File: src/rtl/gcd_arbiter_if.sv
// Request/response and engine-side signal bundle for gcd_arbiter.
// slave is the arbiter's view; master is the view of the clients and engine around it.
interface gcd_arbiter_if #(
   parameter int unsigned NREQ = 4,
   parameter int unsigned DW   = 32
);
   logic [NREQ-1:0]    req_valid;
   logic [NREQ-1:0]    req_ready;
   logic [NREQ*DW-1:0] req_opa;
   logic [NREQ*DW-1:0] req_opb;
   logic [NREQ-1:0]    rsp_valid;
   logic [NREQ-1:0]    rsp_ready;
   logic [DW-1:0]      rsp_result;
   logic               busy;
   logic [DW-1:0]      gcd_opa;
   logic [DW-1:0]      gcd_opb;
   logic               gcd_start;
   logic               gcd_done;
   logic [DW-1:0]      gcd_result;

   modport slave (
      input  req_valid, req_opa, req_opb, rsp_ready, gcd_done, gcd_result,
      output req_ready, rsp_valid, rsp_result, busy, gcd_opa, gcd_opb, gcd_start
   );

   modport master (
      output req_valid, req_opa, req_opb, rsp_ready, gcd_done, gcd_result,
      input  req_ready, rsp_valid, rsp_result, busy, gcd_opa, gcd_opb, gcd_start
   );
endinterface

File: src/rtl/gcd_arbiter.sv
// Round-robin scheduler sharing one gcd engine among NREQ requesters.
// Define GCD_ARB_ZERO_BYPASS_EN to answer jobs with a zero operand without the engine.
module gcd_arbiter #(
   parameter int unsigned NREQ = 4,
   parameter int unsigned DW   = 32
) (
   input logic          clk,
   input logic          reset,
   gcd_arbiter_if.slave bus
);
   localparam int unsigned     IW  = (NREQ > 1) ? $clog2(NREQ) : 1;
   localparam logic [NREQ-1:0] ONE = NREQ'(1);

   typedef enum logic [2:0] {StIdle, StIssue, StGuard, StWait, StResp} state_t;

   state_t          r_state;
   logic [IW-1:0]   r_rr_ptr;
   logic [IW-1:0]   r_owner;
   logic [DW-1:0]   r_opa;
   logic [DW-1:0]   r_opb;
   logic [DW-1:0]   r_rsp_result;
   logic            r_start;
   logic            r_busy;
   logic [NREQ-1:0] r_rsp_valid;

   logic            w_found;
   logic [IW-1:0]   w_grant;
   logic [IW-1:0]   w_next_ptr;
   logic [DW-1:0]   w_acc_opa;
   logic [DW-1:0]   w_acc_opb;
   logic            w_accept;

   // First valid requester at or after the round-robin pointer.
   always_comb begin : p_grant
      logic [IW-1:0] v_cand;
      w_found = 1'b0;
      w_grant = '0;
      v_cand  = '0;
      for (int unsigned k = 0; k < NREQ; k++) begin
         v_cand = IW'((32'(r_rr_ptr) + k) % NREQ);
         if (!w_found && bus.req_valid[v_cand]) begin
            w_found = 1'b1;
            w_grant = v_cand;
         end
      end
   end

   assign w_accept   = (r_state == StIdle) && w_found;
   assign w_next_ptr = (32'(w_grant) == NREQ - 1) ? '0 : w_grant + IW'(1);
   assign w_acc_opa  = bus.req_opa[32'(w_grant) * DW +: DW];
   assign w_acc_opb  = bus.req_opb[32'(w_grant) * DW +: DW];

   always_ff @(posedge clk) begin
      if (reset) begin
         r_state      <= StIdle;
         r_rr_ptr     <= '0;
         r_owner      <= '0;
         r_opa        <= '0;
         r_opb        <= '0;
         r_rsp_result <= '0;
         r_start      <= 1'b0;
         r_busy       <= 1'b0;
         r_rsp_valid  <= '0;
      end else begin
         r_start <= 1'b0;
         unique case (r_state)
            StIdle: begin
               if (w_accept) begin
                  r_owner  <= w_grant;
                  r_opa    <= w_acc_opa;
                  r_opb    <= w_acc_opb;
                  r_rr_ptr <= w_next_ptr;
                  r_busy   <= 1'b1;
`ifdef GCD_ARB_ZERO_BYPASS_EN
                  // gcd(x,0) = x and gcd(0,0) = 0, so the OR is the answer.
                  if (w_acc_opa == '0 || w_acc_opb == '0) begin
                     r_rsp_result <= w_acc_opa | w_acc_opb;
                     r_rsp_valid  <= ONE << w_grant;
                     r_state      <= StResp;
                  end else begin
                     r_start <= 1'b1;
                     r_state <= StIssue;
                  end
`else
                  r_start <= 1'b1;
                  r_state <= StIssue;
`endif
               end
            end
            StIssue: r_state <= StGuard;
            // Engine done still reflects the previous job here.
            StGuard: r_state <= StWait;
            StWait: begin
               if (bus.gcd_done) begin
                  r_rsp_result <= bus.gcd_result;
                  r_rsp_valid  <= ONE << r_owner;
                  r_state      <= StResp;
               end
            end
            StResp: begin
               if (bus.rsp_ready[r_owner]) begin
                  r_rsp_valid <= '0;
                  r_busy      <= 1'b0;
                  r_state     <= StIdle;
               end
            end
            default: r_state <= StIdle;
         endcase
      end
   end

   assign bus.req_ready  = w_accept ? (ONE << w_grant) : '0;
   assign bus.rsp_valid  = r_rsp_valid;
   assign bus.rsp_result = r_rsp_result;
   assign bus.busy       = r_busy;
   assign bus.gcd_opa    = r_opa;
   assign bus.gcd_opb    = r_opb;
   assign bus.gcd_start  = r_start;
endmodule

File: src/flat_wrapper.sv
// flat-port wrapper written by rule: the top's interface ports become plain ports
module gcd_arbiter_flat 
#(
   parameter int unsigned NREQ = 4,
   parameter int unsigned DW   = 32
)
  (clk, reset, bus_req_valid, bus_req_opa, bus_req_opb, bus_rsp_ready, bus_gcd_done, bus_gcd_result, bus_req_ready, bus_rsp_valid, bus_rsp_result, bus_busy, bus_gcd_opa, bus_gcd_opb, bus_gcd_start);
  gcd_arbiter_if #(.NREQ(NREQ), .DW(DW)) bus_i ();
  input logic clk;
  input logic reset;
  input wire logic [$bits(bus_i.req_valid)-1:0] bus_req_valid;
  input wire logic [$bits(bus_i.req_opa)-1:0] bus_req_opa;
  input wire logic [$bits(bus_i.req_opb)-1:0] bus_req_opb;
  input wire logic [$bits(bus_i.rsp_ready)-1:0] bus_rsp_ready;
  input wire logic [$bits(bus_i.gcd_done)-1:0] bus_gcd_done;
  input wire logic [$bits(bus_i.gcd_result)-1:0] bus_gcd_result;
  output wire logic [$bits(bus_i.req_ready)-1:0] bus_req_ready;
  output wire logic [$bits(bus_i.rsp_valid)-1:0] bus_rsp_valid;
  output wire logic [$bits(bus_i.rsp_result)-1:0] bus_rsp_result;
  output wire logic [$bits(bus_i.busy)-1:0] bus_busy;
  output wire logic [$bits(bus_i.gcd_opa)-1:0] bus_gcd_opa;
  output wire logic [$bits(bus_i.gcd_opb)-1:0] bus_gcd_opb;
  output wire logic [$bits(bus_i.gcd_start)-1:0] bus_gcd_start;
  assign bus_i.req_valid = bus_req_valid;
  assign bus_i.req_opa = bus_req_opa;
  assign bus_i.req_opb = bus_req_opb;
  assign bus_i.rsp_ready = bus_rsp_ready;
  assign bus_i.gcd_done = bus_gcd_done;
  assign bus_i.gcd_result = bus_gcd_result;
  assign bus_req_ready = bus_i.req_ready;
  assign bus_rsp_valid = bus_i.rsp_valid;
  assign bus_rsp_result = bus_i.rsp_result;
  assign bus_busy = bus_i.busy;
  assign bus_gcd_opa = bus_i.gcd_opa;
  assign bus_gcd_opb = bus_i.gcd_opb;
  assign bus_gcd_start = bus_i.gcd_start;
  gcd_arbiter #(.NREQ(NREQ), .DW(DW)) u_core (.clk(clk), .reset(reset), .bus(bus_i));
endmodule
File: config.mk
export PLATFORM = sky130hd
export DESIGN_NAME = gcd_arbiter_flat
export DESIGN_NICKNAME = d
export VERILOG_FILES = /design/src/rtl/gcd_arbiter_if.sv /design/src/rtl/gcd_arbiter.sv /design/src/flat_wrapper.sv
export SDC_FILE = /design/constraint.sdc
export NUM_CORES = 1
export LEC_CHECK = 0
export ABC_AREA = 1
export CAP_MARGIN = 20
export CORE_MARGIN = 3
export CORE_UTILIZATION = 35
export CTS_CLUSTER_DIAMETER = 150
export DETAILED_ROUTE_END_ITERATION = 16
export PLACE_DENSITY = 0.69
export SYNTH_ARGS = -nofsm -noshare
export SYNTH_HDL_FRONTEND = slang
export SYNTH_SLANG_ARGS = --single-unit
File: constraint.sdc
create_clock -name clk -period 2.4 [get_ports clk]
set_input_delay 0.48 -clock clk [delete_from_list [all_inputs] [get_ports clk]]
set_output_delay 0.48 -clock clk [all_outputs]
set_load 0.1 [all_outputs]
### Word-level counts from Yosys, hierarchy flattened

Index checks and enable logic that the tools add are counted.

| storage, ports and cells | value |
|---|---|
| register bits | 109 |
| bits in latches | 0 |
| bits in writable memories | 0 |
| memory bits (read-only) | 0 |
| input port bits | 299 |
| output and inout port bits | 106 |
| logic and storage cells | 78 |
| memories kept | 0 |

| operators by class | value |
|---|---|
| add/sub/neg operators | 4 |
| $mul | 0 |
| div/mod/pow operators | 0 |
| order comparisons | 5 |
| equality and inequality tests | 8 |
| shifts and indexed selects | 4 |
| multiplexer cells | 31 |
| bitwise gates (word level) | 1 |
| reduce and logical (&&, ||, !) cells | 16 |

Operators with widths:

| cell | number |
|---|---|
| 128-bit by 8-bit indexed part select with 32-bit output | 2 |
| 2-bit by 3-bit < comparator with 1-bit output, second input constant | 5 |
| 3-bit one-hot mux with 5 select lines | 1 |
| 1-bit 2-to-1 mux | 12 |
| 4-bit 2-to-1 mux | 3 |
| 1-bit binary-select mux with 2-bit select | 5 |
| 2-bit 2-to-1 mux | 5 |
| 3-bit 2-to-1 mux | 3 |
| 3-bit AND reduction | 3 |
| 4-bit one-hot mux with 2 select lines | 1 |
| 1-bit by 2-bit << shifter with 4-bit output, first input constant | 2 |
| 3-bit by 2-bit equality test with 1-bit output, second input constant | 2 |
| 2-bit by 1-bit adder with 2-bit output, second input constant | 2 |
| 2-bit adder, second input constant | 2 |
| 1-bit logical AND | 4 |
| 2-bit by 1-bit inequality test with 1-bit output, second input constant | 2 |
| 2-bit AND reduction | 2 |
| 2-bit nonzero test | 2 |
| 3-bit by 1-bit equality test with 1-bit output, second input constant | 1 |
| 3-bit equality test, second input constant | 1 |
| 1-bit zero test | 3 |
| 3-bit zero test | 1 |
| 2-bit equality test, second input constant | 1 |
| 2-bit inequality test, second input constant | 1 |
| other kinds (3) | 3 |

### Logic depth before layout (Yosys ltp)

| depth | value |
|---|---|
| depth in word-level cells | 15 |
| mapped depth | 16 |
| gate-level depth less buffers | 15 |

### Worst setup path before layout

No wires, ideal clock.

| path | value |
|---|---|
| kind | input to output |
| start point | input port bus_req_valid[1] |
| end point | output port bus_req_ready[3] |
| arrival | 2.804 ns |
| slack | -0.884 ns |
| cell stages on the path | 11 |
| cell sequence | inv_1 -> nand2_1 -> nand3_1 -> nand2_1 -> nor2_4 -> nand3_1 -> nand3_2 -> buf_4 -> buf_2 -> nand2_1 -> nor2_1 |

| on the way | value |
|---|---|
| word-level cells in the longest chain between the ends | 14 |
| elaborated cells between the ends (all ways) | 25 |
| classes of those cells | shift (1); mux (17); reduce/logical (7) |

Ends and longest elaborated chain:

| what | line | RTL |
|---|---|---|
| from (decl) | flat_wrapper.sv:11 | `input wire logic [$bits(bus_i.req_valid)-1:0] bus_req_valid;` |
| 1-bit binary-select mux with 2-bit select | gcd_arbiter.sv:41 | `if (!w_found && bus.req_valid[v_cand]) begin` |
| 1-bit 2-to-1 mux (implied by the code) | gcd_arbiter.sv:41 |  |
| 1-bit 2-to-1 mux | gcd_arbiter.sv:41 |  |
| 1-bit zero test | gcd_arbiter.sv:41 |  |
| 1-bit logical AND | gcd_arbiter.sv:41 |  |
| 1-bit 2-to-1 mux | gcd_arbiter.sv:41 |  |
| 1-bit zero test | gcd_arbiter.sv:41 |  |
| 1-bit logical AND | gcd_arbiter.sv:41 |  |
| 1-bit 2-to-1 mux | gcd_arbiter.sv:41 |  |
| 1-bit zero test | gcd_arbiter.sv:41 |  |
| 1-bit logical AND | gcd_arbiter.sv:41 |  |
| 2-bit 2-to-1 mux or 1-bit 2-to-1 mux (tied branches) | gcd_arbiter.sv:41 |  |
| 1-bit by 2-bit << shifter with 4-bit output or 1-bit logical AND (tied branches) | gcd_arbiter.sv:112, gcd_arbiter.sv:48 |  |
| 4-bit 2-to-1 mux * | gcd_arbiter.sv:112 | `assign bus.req_ready = w_accept ? (ONE << w_grant) : '0;` |
| to (decl) | flat_wrapper.sv:17 | `output wire logic [$bits(bus_i.req_ready)-1:0] bus_req_ready;` |

Every way passes the cells marked *; elsewhere a longest branch is shown, timed or not. The select of a mux whose other input is x is not followed.

### Worst setup path in the final report

| path | value |
|---|---|
| start point | register u_core.r_rr_ptr[0] |
| end point | output port bus_req_ready[1] |

| on the way | value |
|---|---|
| word-level cells in the longest chain between the ends | 14 |
| elaborated cells between the ends (all ways) | 28 |
| classes of those cells | add/sub (3); shift (1); mux (17); reduce/logical (7) |

Ends and longest elaborated chain:

| what | line | RTL |
|---|---|---|
| from (decl) | gcd_arbiter.sv:17 | `logic [IW-1:0] r_rr_ptr;` |
| from (signal assigned) | gcd_arbiter.sv:72 | `r_rr_ptr <= w_next_ptr;` |
| parallel branches: the longest is 13 deep, another holds 2-bit by 1-bit adder with 2-bit output | n/a |  |
| 4-bit 2-to-1 mux * | gcd_arbiter.sv:112 |  |

Every way passes the cells marked *. The select of a mux whose other input is x is not followed.

==> metrics.cfg <==
[timing]
fin_ws_ns = -0.163
worst_slew_margin_rel_pct = 68.1
drv_slew = 0
worstMarginPinSlew_ns = 0.479
post-route-period-util_pct = 107
finalHoldViolCount = 0
min_period_ns = 2.56
fin_skew_ns = 0.0169
finalSetupViolCount = 4
rsz0062_at_grt = yes
max_freq_mhz = 390

[worst_setup_path]
crit_buf_inv = 4
crit_fanout = 6
start_kind = flop
critical_path_required_ns = 1.92
slowest_stage = dfxtp_4
cp_top_family = simple AND/OR/NAND/NOR gates
cp-end-kind = output port
slowest_delay_ns = 0.40
crit_path_frequent_cell = nand2_4
worstPathCellList = buf_8 > nand2_4 > nand3_2 > nand2_4 > inv_2 > nand3_4 > nand2_4 > buf_4 > nor3_4 > buf_12
crit_arrival_ns = 2.08
crit_type = flop to output port

[status]
status = finished with violations
violations = setup timing

[die]
die_h_um = 156
ioPinCount = 405
row_count = 54
die-area_um2 = 24400
core-area_um2 = 22000
die_x_um = 156
start_util_pct = 35.9

[cells_and_area]
final_common_cell = inv_1
final_nets = 2077
area_growth_pct = 64.1
mostFrequentLayoutCells = 326 x inv_1, 293 x clkdlybuf4s50_1, 285 x nand2_1, 193 x nand3_1, 149 x buf_4
fin_cells = 2065
drive_above_1_share_pct = 14.4

[power]
p_total_mw = 16.9
ir_drop_uv = 744
power_density_nw_per_um2 = 1310
leakagePower_nw = 6.88

[clock_network]
cts.clk_slew.worst_paths_ns = 0.10
ctsRootBufferMaster = clkbuf_16
h-tree-depth = 3
clkLatencyLatePin_ns = 0.37
cts_sinks = 109
cts_tree = yes
holdBufCountCts = 0
cts-buffers-inserted = 9
cts_buffer_depth = 2

[flow_run]
cap_viol_max_count = 0

[routing]
drt-wirelength-per-cell_um = 15.7
first_iter_violations = 736
vias_per_cell = 4.80
first_pass_iters = 5
drc = 0
routed_wl_mm = 32.5
vias = 9914
ant_nets = 0

[global_routing]
grt_max_degree = 53
grt-ovfl-total = 0
grt.busiest_layer = met2
use_met1_pct = 30.8
met3_usage_pct = 4.63
grt_pass1_vias = 9172
antenna_found_initial = 2
track_usage_pct = 25.1
grt_pass1_wl_mm = 49.3
grt.met2_usage_pct = 44.2

[placed_design]
placed_cells = 2035
port_buffers = 404
dp_hpwl_mm = 23.9
place_congestion = 0.906
preCtsSetupSlack_ns = -0.386

[synthesis]
yosysWarnings = 0
ys_types = 24
postSynthCellCount = 1393
post_synth.cell_area_avg_um2 = 5.66
ys_ff_latch = 109
seq_area_frac_synth_pct = 27.7
syn-num-nets = 1692
synthesis.area_um2 = 7890

[min_path]
hp-class = flop to flop

==> repair_timing <==
action / CTS / global route
buffers inserted: 7 / 5
setup endpoints to repair: 4 / 5
pin swaps: 10 / 16
resized for setup: 15 / 31
hold endpoints to repair: 0 / 0
==> tightest hold or removal path, stage by stage, from the launching register on <==
cell,delay [ns]
dfxtp_1,0.32
nand2_1,0.06
a21oi_1,0.05
==> final cells by class <==
type / instances / area (µm²)
Multi-Input combinational cell: 842 / 4110
Fill cell: 2134 / 9010
Tap cell: 280 / 350
Antenna cell: 2 / 5.00
Sequential cell: 109 / 2190
Clock inverter: 7 / 101
Clock buffer: 9 / 225
Inverter: 340 / 1310
Timing Repair Buffer: 476 / 4650
==> final timing paths <==
path / from / endpoint / slack (ns) / cells past startpoint
worst max register to register: u_core.r_rr_ptr[0] / u_core.bus.gcd_opa[23] / 0.15 / 17
worst max-delay path: u_core.r_rr_ptr[0] / bus_req_ready[1] / -0.16 / 10
worst min register to register: u_core.bus.rsp_result[9] / u_core.bus.rsp_result[9] / 0.47 / 2
worst min-delay path: u_core.bus.rsp_result[9] / u_core.bus.rsp_result[9] / 0.47 / 2
==> cell usage after synthesis, drive strengths merged <==
| cell | number | area share, % |
|---|---|---|
| nand4 | 129 | 10 |
| a21oi | 41 | 2.6 |
| inv | 339 | 16 |
| o2111ai | 1 | 0.11 |
| and3 | 1 | 0.079 |
| a31oi | 3 | 0.24 |
| buf | 88 | 6.7 |
| dfxtp | 109 | 28 |
| clkinv | 1 | 0.048 |
| clkbuf | 14 | 0.67 |
| nor3 | 6 | 0.44 |
| nand2 | 314 | 15 |
| nand3 | 203 | 13 |
| nor2 | 143 | 6.9 |
| a211oi | 1 | 0.095 |
==> routing by layer <==
metal,vias up,wire length (µm)
li1,5067,-
met1,4446,13100
met2,356,16200
met3,45,2310
met4,0,799
met5,-,0
==> cell families after synthesis <==
logic type	count (synthesis)	synth area share (%)
AO/OA/AOI/OAI	46	3.04
buffers and inverters	442	23.5
flip-flops	109	27.7
AND/OR/NAND/NOR	796	45.8
==> registers in the layout, indices dropped and copies added (netlist names) <==
register               flops
u_core.r_rr_ptr            2
u_core.bus.gcd_opa        32
u_core.bus.busy            1
u_core.r_state             3
u_core.bus.gcd_opb        32
u_core.bus.rsp_valid       4
u_core.r_owner             2
u_core.bus.gcd_start       1
u_core.bus.rsp_result     32
==> power breakdown <==
group,total [mW],switching (mW),internal (mW)
logic,12.7,8.51,4.14
clock network,1.66,0.886,0.774
registers,2.61,0.301,2.31
total,16.9,9.70,7.22
==> per-stage QoR <==
| step | setup TNS [ns] | instance area (µm²) | utilization, % | hold slack, ns |
|---|---|---|---|---|
| after detailed placement | -15.43 | 12400 | 56.3 | 0.457 |
| final | -0.554 | 12900 | 59.0 | 0.468 |
| after CTS | -0.647 | 12800 | 58.2 | 0.471 |
| after global placement | -13.34 | 12400 | 56.3 | 0.452 |
| after global routing | -1.00 | 12900 | 59.0 | 0.484 |
| after floorplan | -0.155 | 8050 | - | 0.491 |
(Power assumes the default switching activity.)
